--- src/rtl/i2c_burst_master.sv ---
// Wishbone master that sequences the I2C core register map to perform
// multi-byte register-addressed writes and reads. It handles slave NACK and
// status-poll timeouts, and always ends a failed transfer with a STOP.
`timescale 1ns/1ps
module i2c_burst_master #(
    parameter logic [15:0] PRESCALE    = 16'h00C8,
    parameter int          MAX_BYTES   = 4,
    parameter int          ADDR_BYTES  = 1,
    parameter int          TIMEOUT_CYC = 1024,
    parameter int          LEN_W       = $clog2(MAX_BYTES + 1)
) (
    input  logic                    clk,
    input  logic                    rst,
    input  logic                    start,
    input  logic                    rw,
    input  logic [6:0]              slave_addr,
    input  logic [8*ADDR_BYTES-1:0] mem_addr,
    input  logic [LEN_W-1:0]        len,
    input  logic [8*MAX_BYTES-1:0]  wr_data,
    output logic [8*MAX_BYTES-1:0]  rd_data,
    output logic                    busy,
    output logic                    done,
    output logic                    err_nack,
    output logic                    err_tmo,
    output logic [2:0]              wb_addr,
    output logic [7:0]              wb_wr_data,
    input  logic [7:0]              wb_rd_data,
    output logic                    wb_we,
    output logic                    wb_stb,
    output logic                    wb_cyc,
    input  logic                    wb_ack
);

    localparam int TMO_W = $clog2(TIMEOUT_CYC + 1);

    // Core register map
    localparam logic [2:0] A_PRER_LO = 3'd0;
    localparam logic [2:0] A_PRER_HI = 3'd1;
    localparam logic [2:0] A_CTR     = 3'd2;
    localparam logic [2:0] A_TXR     = 3'd3;
    localparam logic [2:0] A_CR      = 3'd4;

    // Command register codes
    localparam logic [7:0] CR_STA_WR      = 8'h90;
    localparam logic [7:0] CR_WR          = 8'h10;
    localparam logic [7:0] CR_WR_STO      = 8'h50;
    localparam logic [7:0] CR_RD          = 8'h20;
    localparam logic [7:0] CR_RD_NACK_STO = 8'h68;
    localparam logic [7:0] CR_STO         = 8'h40;
    localparam logic [7:0] CTR_EN         = 8'h80;

    // Main sequencer states
    localparam logic [3:0] S_INIT_LO  = 4'd0;
    localparam logic [3:0] S_INIT_HI  = 4'd1;
    localparam logic [3:0] S_INIT_CTR = 4'd2;
    localparam logic [3:0] S_IDLE     = 4'd3;
    localparam logic [3:0] S_TXR      = 4'd4;
    localparam logic [3:0] S_CR       = 4'd5;
    localparam logic [3:0] S_POLL     = 4'd6;
    localparam logic [3:0] S_RXR      = 4'd7;
    localparam logic [3:0] S_ABORT    = 4'd8;
    localparam logic [3:0] S_DONE     = 4'd9;

    // What the current byte phase carries on the I2C bus
    localparam logic [2:0] PH_SA_W  = 3'd0;
    localparam logic [2:0] PH_MEM   = 3'd1;
    localparam logic [2:0] PH_SA_R  = 3'd2;
    localparam logic [2:0] PH_WDATA = 3'd3;
    localparam logic [2:0] PH_RDATA = 3'd4;

    logic [3:0]              state;
    logic [2:0]              kind;
    logic [1:0]              addr_idx;
    logic [LEN_W-1:0]        byte_idx;
    logic [TMO_W-1:0]        tmo_cnt;
    logic                    init_done;
    logic                    rw_q;
    logic [6:0]              sa_q;
    logic [LEN_W-1:0]        len_q;
    logic [8*ADDR_BYTES-1:0] mem_sr;   // address bytes, next one at the top
    logic [8*MAX_BYTES-1:0]  wr_sr;    // data bytes, next one at the bottom

    logic       last_addr;
    logic       last_byte;
    logic       tmo_hit;
    logic       start_bad;
    logic [7:0] tx_byte;
    logic [7:0] cr_code;
    logic       acc_we;
    logic [2:0] acc_addr;
    logic [7:0] acc_data;

    assign last_addr = (addr_idx == 2'(ADDR_BYTES - 1));
    assign last_byte = (byte_idx == len_q - LEN_W'(1));
    assign tmo_hit   = (tmo_cnt >= TMO_W'(TIMEOUT_CYC));
    assign start_bad = (len > LEN_W'(MAX_BYTES)) || (rw && (len == '0));

    // Byte to transmit and command code for the current byte phase
    always_comb begin
        // NOTE: every combinational output gets a default first so no path leaves it unassigned (no latch).
        tx_byte = 8'h00;
        cr_code = CR_WR;
        case (kind)
            PH_SA_W: begin
                tx_byte = {sa_q, 1'b0};
                cr_code = CR_STA_WR;
            end
            PH_SA_R: begin
                tx_byte = {sa_q, 1'b1};
                cr_code = CR_STA_WR;
            end
            PH_MEM: begin
                tx_byte = mem_sr[8*ADDR_BYTES-1 -: 8];
                cr_code = (last_addr && !rw_q && (len_q == '0)) ? CR_WR_STO : CR_WR;
            end
            PH_WDATA: begin
                tx_byte = wr_sr[7:0];
                cr_code = last_byte ? CR_WR_STO : CR_WR;
            end
            PH_RDATA: begin
                cr_code = last_byte ? CR_RD_NACK_STO : CR_RD;
            end
            default: ;
        endcase
    end

    // Wishbone access that the current state issues when the bus is idle
    always_comb begin
        acc_we   = 1'b0;
        acc_addr = 3'd0;
        acc_data = 8'h00;
        case (state)
            S_INIT_LO:  begin acc_we = 1'b1; acc_addr = A_PRER_LO; acc_data = PRESCALE[7:0];  end
            S_INIT_HI:  begin acc_we = 1'b1; acc_addr = A_PRER_HI; acc_data = PRESCALE[15:8]; end
            S_INIT_CTR: begin acc_we = 1'b1; acc_addr = A_CTR;     acc_data = CTR_EN;         end
            S_TXR:      begin acc_we = 1'b1; acc_addr = A_TXR;     acc_data = tx_byte;        end
            S_CR:       begin acc_we = 1'b1; acc_addr = A_CR;      acc_data = cr_code;        end
            S_POLL:     begin acc_we = 1'b0; acc_addr = A_CR;                                 end
            S_RXR:      begin acc_we = 1'b0; acc_addr = A_TXR;                                end
            S_ABORT:    begin acc_we = 1'b1; acc_addr = A_CR;      acc_data = CR_STO;         end
            default: ;
        endcase
    end

    // Sequencer: init, transaction phases, bus handshake and status outputs
    always_ff @(posedge clk or negedge rst) begin
        if (!rst) begin
            state      <= S_INIT_LO;
            kind       <= PH_SA_W;
            addr_idx   <= '0;
            byte_idx   <= '0;
            tmo_cnt    <= '0;
            init_done  <= 1'b0;
            rw_q       <= 1'b0;
            sa_q       <= '0;
            len_q      <= '0;
            mem_sr     <= '0;
            wr_sr      <= '0;
            // NOTE: rd_data is a plain output register, not a RAM, so it is reset like any other flop.
            rd_data    <= '0;
            busy       <= 1'b0;
            done       <= 1'b0;
            err_nack   <= 1'b0;
            err_tmo    <= 1'b0;
            wb_cyc     <= 1'b0;
            wb_stb     <= 1'b0;
            wb_we      <= 1'b0;
            wb_addr    <= '0;
            wb_wr_data <= '0;
        end else begin
            // NOTE: state uses non-blocking assignments so every flop updates from pre-edge values.
            done <= 1'b0;
            if (state == S_POLL && !tmo_hit)
                tmo_cnt <= tmo_cnt + TMO_W'(1);

            case (state)
                S_IDLE: begin
                    if (start && init_done) begin
                        rw_q     <= rw;
                        sa_q     <= slave_addr;
                        len_q    <= len;
                        mem_sr   <= mem_addr;
                        wr_sr    <= wr_data;
                        err_nack <= 1'b0;
                        err_tmo  <= 1'b0;
                        busy     <= 1'b1;
                        kind     <= PH_SA_W;
                        addr_idx <= '0;
                        byte_idx <= '0;
                        state    <= start_bad ? S_DONE : S_TXR;
                    end
                end

                S_DONE: begin
                    done  <= 1'b1;
                    busy  <= 1'b0;
                    state <= S_IDLE;
                end

                default: begin
                    if (!wb_cyc) begin
                        // Bus idle: either give up polling or launch this state's access.
                        if (state == S_POLL && tmo_hit) begin
                            err_tmo <= 1'b1;
                            state   <= S_ABORT;
                        end else begin
                            wb_cyc     <= 1'b1;
                            wb_stb     <= 1'b1;
                            wb_we      <= acc_we;
                            wb_addr    <= acc_addr;
                            wb_wr_data <= acc_data;
                        end
                    end else if (wb_ack) begin
                        // Access complete: release the bus for one idle cycle, then advance.
                        wb_cyc     <= 1'b0;
                        wb_stb     <= 1'b0;
                        wb_we      <= 1'b0;
                        wb_addr    <= '0;
                        wb_wr_data <= '0;
                        case (state)
                            S_INIT_LO:  state <= S_INIT_HI;
                            S_INIT_HI:  state <= S_INIT_CTR;
                            S_INIT_CTR: begin
                                init_done <= 1'b1;
                                state     <= S_IDLE;
                            end
                            S_TXR: state <= S_CR;
                            S_CR: begin
                                tmo_cnt <= '0;
                                state   <= S_POLL;
                            end
                            S_POLL: begin
                                if (!wb_rd_data[1]) begin
                                    if (kind != PH_RDATA && wb_rd_data[7]) begin
                                        err_nack <= 1'b1;
                                        state    <= S_ABORT;
                                    end else begin
                                        case (kind)
                                            PH_SA_W: begin
                                                kind     <= PH_MEM;
                                                addr_idx <= '0;
                                                state    <= S_TXR;
                                            end
                                            PH_MEM: begin
                                                mem_sr <= mem_sr << 8;
                                                if (!last_addr) begin
                                                    addr_idx <= addr_idx + 2'd1;
                                                    state    <= S_TXR;
                                                end else if (rw_q) begin
                                                    kind  <= PH_SA_R;
                                                    state <= S_TXR;
                                                end else if (len_q == '0) begin
                                                    state <= S_DONE;
                                                end else begin
                                                    kind     <= PH_WDATA;
                                                    byte_idx <= '0;
                                                    state    <= S_TXR;
                                                end
                                            end
                                            PH_SA_R: begin
                                                kind     <= PH_RDATA;
                                                byte_idx <= '0;
                                                state    <= S_CR;
                                            end
                                            PH_WDATA: begin
                                                if (last_byte) begin
                                                    state <= S_DONE;
                                                end else begin
                                                    byte_idx <= byte_idx + LEN_W'(1);
                                                    wr_sr    <= wr_sr >> 8;
                                                    state    <= S_TXR;
                                                end
                                            end
                                            PH_RDATA: state <= S_RXR;
                                            default:  state <= S_ABORT;
                                        endcase
                                    end
                                end
                            end
                            S_RXR: begin
                                for (int i = 0; i < MAX_BYTES; i++) begin
                                    if (byte_idx == LEN_W'(i))
                                        rd_data[8*i +: 8] <= wb_rd_data;
                                end
                                if (last_byte) begin
                                    state <= S_DONE;
                                end else begin
                                    byte_idx <= byte_idx + LEN_W'(1);
                                    state    <= S_CR;
                                end
                            end
                            S_ABORT: state <= S_DONE;
                            default: state <= S_IDLE;
                        endcase
                    end
                end
            endcase
        end
    end

endmodule

--- config.mk ---
export PLATFORM = sky130hd
export DESIGN_NAME = i2c_burst_master
export DESIGN_NICKNAME = d
export VERILOG_FILES = /design/src/rtl/i2c_burst_master.sv
export SDC_FILE = /design/constraint.sdc
export NUM_CORES = 1
export LEC_CHECK = 0
export ABC_CLOCK_PERIOD_IN_PS = 3600
export BUFFER_PORTS_ARGS = -buffer_cell sky130_fd_sc_hd__clkbuf_2
export CAP_MARGIN = 20
export CORE_MARGIN = 2
export CORE_UTILIZATION = 55
export DETAILED_ROUTE_END_ITERATION = 16
export HOLD_SLACK_MARGIN = 0.06
export PLACE_DENSITY_LB_ADDON = 0.12
export SYNTH_ARGS = -nofsm -noshare
export SYNTH_HDL_FRONTEND = slang
export SYNTH_SLANG_ARGS = --single-unit
export TNS_END_PERCENT = 1
--- constraint.sdc ---
create_clock -name clk -period 3.6 [get_ports clk]
set_input_delay 1.08 -clock clk [delete_from_list [all_inputs] [get_ports clk]]
set_output_delay 1.08 -clock clk [all_outputs]
set_load 0.02 [all_outputs]
# After elaboration in Yosys (flattened, before gate mapping)
# Index checks and enable logic that the tools add are counted.
[classes] magnitude_cmp=2 n_reduce_logical=49 mux=103 n_bitwise=2 add_sub_neg=4 n_eq_ne=36
[op_table] op="$mux 32" n=8
[op_table] op="$mux 8" n=10
[op_table] op="$pmux 32 s2" n=1
[op_table] op="$pmux 8 s4" n=2
[op_table] op="$mux 3" n=20
[op_table] op="$mux 11" n=5
[op_table] op="$mux 4" n=12
[op_table] op="$pmux 8 s5" n=1
[op_table] op="$pmux 4 s7" n=1
[op_table] op="$mux 7" n=3
[op_table] op="$pmux 4 s5" n=1
[op_table] op="$reduce_and 5->1" n=4
[op_table] op="$mux 1" n=19
[op_table] op="$pmux 3 s2" n=3
[op_table] op="$pmux 3 s3" n=2
[op_table] op="$reduce_and 9->1" n=2
[op_table] op="$eq 4x3->1 const B" n=4
[op_table] op="$ne 4x4->1 const B" n=4
[op_table] op="$pmux 8 s2" n=1
[op_table] op="$reduce_bool 2->1" n=8
[op_table] op="$mux 2" n=7
[op_table] op="$eq 3x2->1 const B" n=4
[op_table] op="$logic_not 3->1" n=4
[op_table] op="$pmux 3 s4" n=1
[op_table] op="other kinds (40)" n=69
[word_totals] word_cells=220 ff_bits=125 out_inout_bits=50 input_bits=63

# Longest topological paths before layout
[depth] depth_word=11 depth_mapped=10 depth_no_buf=8

# Worst setup path after synthesis
# OpenSTA, ideal clock, no wires.
[synth_path] kind="input port to flip-flop" startpoint="input wb_ack" endpoint="register wr_sr[0]" path_buffers=3 setup_ns=0.127 t_required_ns=3.473 t_arrival_ns=2.633 path_stages=8 setup_slack_ns=0.840 cell_sequence="clkbuf_1 > nand2_1 > a2111oi_4 > o22a_2 > o21a_1 > buf_6 > buf_12 > mux2_1"
[synth_via] elab_chain_cells=2
[synth_rtl] item="from (decl)" line_no="31" rtl="input logic wb_ack"
[synth_rtl] item="$reduce_bool 2->1 (no source line)"
[synth_rtl] item="$reduce_and 9->1 (no source line)"
[synth_rtl] item="to (signal assigned)" line_no="183" rtl="wr_sr <= wr_data;"
[synth_rtl] item="to (signal assigned)" line_no="270" rtl="wr_sr <= wr_sr >> 8;"
[synth_rtl] item="to (decl)" line_no="81" rtl="logic [8*MAX_BYTES-1:0] wr_sr;"
# Every way passes these cells.
# A chain may end at the register's enable or synchronous reset.

# Final worst setup path
[layout_path] startpoint="register kind[2]" endpoint="register wr_sr[9]"
[layout_via] elab_chain_cells=4 elab_cells_between_ends=6 cone_classes="3 x eq/ne; 3 x reduce/logical"
[layout_rtl] item="from (decl)" line_no="72" rtl="logic [2:0] kind;"
[layout_rtl] item="from (signal assigned)" line_no="149" rtl="kind <= PH_SA_W;"
[layout_rtl] item="from (signal assigned)" line_no="187" rtl="kind <= PH_SA_W;"
[layout_rtl] item="from (signal assigned)" line_no="240" rtl="kind <= PH_MEM;"
[layout_rtl] item="$ne 3x3->1" line_no="234" rtl="if (kind != PH_RDATA && wb_rd_data[7]) begin"
[layout_rtl] item="$logic_and 1x1->1" line_no="234"
[layout_rtl] item="$ne 2x1->1 (no source line)"
[layout_rtl] item="$reduce_and 9->1 (no source line) (*)"
# Every way passes the cells marked *; elsewhere a longest branch is shown, timed or not.

==> results.md <==
* Status: complete, no violations
* # clock sinks at 125
* First-pass GRT wire length at roughly 23000 µm
* Dpl cell area at 0.00681 mm²
* Die height at roughly 110 µm
* Vias in the first global route at between 4k and 5k
* Syn_area_per_cell at 10.4 µm²
* Clk_lat worst skew at roughly 520 ps
* Cell count after placement at 818
* Layout Utilization at 0.675
* Core Footprint at roughly 0.011 mm²
* Yosys warns at 0
* Initial DRC Count at 294
* Synth Net Count at ~670
* Reg clk slew, reported paths at 60 ps
* Total gr overflow at 0
* F_max at 364 MHz
* Mapped Area at 0.00615 mm²
* # hold bufs at CTS at 0
* Clock Path Buffers at 2
* CTS root buffer: clkbuf_8
* Fin crit share at 0.764
* Total setup buffers inserted after CTS at 0
* Vias per cell at 5.59
* Routed wire length at 13600 µm
* Netlist cell types at 63
* Instance count of the mapped netlist at 594
* CTS resizes at 0
* Most common library cell in the layout ignoring fill and taps: dfrtp_1
* Share of layout cells above drive strength 1 at 0.287
* Most frequent cells in the layout: dfrtp_1, clkbuf_2, nand2_1, nor2_1, mux2_2
* Worst Path Class, Setup: reg -> reg
* Slew Limit Fails at 0
* Peak supply drop at 478 µV
* Max-Cap Viols at 0
* Layout area overhead at 19.6%
* DRC Markers at 0
* Placer Congestion at 0.820
* Most used DFF post-synth: dfrtp_1
* Worst path required time at around 4000 ps
* Initial antenna violation count at 0
* Dpl hpwl at 9720 µm
* Worst Path Arrival at 3150 ps
* DR pass1 iterations at 4
* Worst-path fanout max at 24
* H-tree depth at 4
* WL per Instance at 16.0 µm
* Post-synthesis sequential area ratio at 0.509
* Rel. slew slack at 0.384
* Clock buffer count from CTS at 17
* GR Util All Layers at 0.247
* Via count at about 4.8k
* PD cells at 792 mW/mm²
* Port-buffer cells at between 100 and 150
* Setup TNS at 0 ps
* Flop2flop setup slack at about 850 ps
* Post-synth ARST share at 1.00
* Leakage at 0.00366 µW
* Min Tclk post-route at 2750 ps
* Worst min path class: reg -> reg
* Post-route cell area at around 0.0074 mm²
* Setup crit start kind: register
* Yosys reg bits at 125
* # diodes at 0
* Antenna viol nets, final at 0
* # nets final at approximately 770
* Final setup viols at 0
* Endpoints failing hold at 0
* Top Ports at about 110
* RSZ-0062 raised after global routing: no
* Die X at about 110 µm
* Row cnt at 38
* Worst Tran Pin Value at 920 ps
* CP endpoint kind: register
* Die Area at 0.0120 mm²
* Post-synth EDFFs at 0
* Clock skew at 7.02 ps
* CTS tree: done
* Initial Util at 0.565
* Non-Filler Instances at 850
* Layout fillers at 862
* Largest net degree at the start of global routing at 68
path summary, 6_finish.rpt:
path	to	start	cells after the start
max	wr_sr[9]	kind[2]	6
min reg2reg	wb_stb	wb_stb	2
max in group asynchronous	busy	rst	2
min in group asynchronous	mem_sr[4]	rst	1
max reg2reg	wr_sr[9]	kind[2]	6
min	wb_stb	wb_stb	2
where the power goes:
part	leakage [µW]	internal, µW	total [µW]	switching (µW)
clock network	0.000258	980	1570	593
logic	0.00178	866	2020	1160
registers	0.00162	1820	2230	410
layer usage:
metal | part of all wire | track usage | up-vias
met2 | 0.48 | 0.384 | 142
met4 | 0.010 | 0.0732 | 0
met3 | 0.058 | 0.0711 | 10
met5 | 0 | 0 | -
met1 | 0.45 | 0.336 | 2303
li1 | - | - | 2299
cells by family after synthesis:
kind of cell	count (synthesis)	synth area share
buf+inv	54	0.0401
flops	125	0.509
mux	71	0.129
xor+xnor	14	0.0199
fa+ha+maj	10	0.0199
compound gates	111	0.130
simple gates	209	0.152
through the flow:
stage / power (µW) / setup slack (ps) / hold slack, ps
finish: 5820 / 850 / 475
global route: 6230 / 701 / 505
CTS: 5850 / 865 / 477
detailed placement: 4260 / 706 / 463
global placement: 4190 / 763 / 450
floorplan: 3640 / 840 / 436
Yosys cell counts, types with 2 or more instances:
master	count	area, µm²
a211o_1	2	17.5
a211oi_1	2	15.0
a21o_1	2	15.0
a21oi_1	21	105
a221o_1	2	20.0
a221oi_1	3	26.3
a22o_1	18	158
a31o_2	4	35.0
a31oi_1	8	50.1
a32o_1	2	20.0
a41oi_1	2	17.5
and2_1	5	31.3
buf_1	2	7.51
buf_12	2	40.0
buf_2	3	15.0
clkbuf_1	31	116
dfrtp_1	125	3130
ha_1	9	113
inv_1	15	56.3
mux2_1	24	270
mux2_2	40	450
mux2i_1	7	70.1
nand2_1	110	413
nand2b_1	7	43.8
nand3_1	13	65.1
nand4_1	3	18.8
nor2_1	40	150
nor2b_1	5	31.3
nor3_1	8	40.0
nor3b_1	2	15.0
nor4_1	2	12.5
o211a_1	2	20.0
o21a_1	3	22.5
o21ai_0	20	100
o21ai_1	2	10.0
o221ai_1	2	17.5
o2bb2ai_1	2	17.5
o31ai_1	3	22.5
or2_2	3	18.8
or3_1	2	12.5
or3b_1	2	17.5
xnor2_1	6	52.6
xor2_1	8	70.1
sequential cells by signal (all words and copies together), names as in the netlist:
register / flops
kind: 3
sa_q: 7
err_nack: 1
wb_wr_data: 8
init_done: 1
rw_q: 1
busy: 1
state: 4
wb_cyc: 1
wb_stb: 1
tmo_cnt: 11
mem_sr: 8
len_q: 3
byte_idx: 3
wr_sr: 32
wb_we: 1
done: 1
addr_idx: 2
rd_data: 32
wb_addr: 3
err_tmo: 1
area by class of cell:
class,instances,area [µm²],share of cell area
flip-flops and latches,125,3130,0.425
multi-input cells,415,2790,0.379
repair buffers,123,658,0.0895
clock buffers,21,429,0.0584
well taps,140,175,0.0238
clock inverters,11,119,0.0162
inverters,15,56.3,0.00766
worst max-delay path: stages (launching register included):
cell	delay, ps
dfrtp_1	620
or3b_1	550
a2111oi_4	400
o22a_2	250
o21a_1	140
buf_4	300
mux2_1	370
No activity file was read; power rests on OpenSTA's default activity.
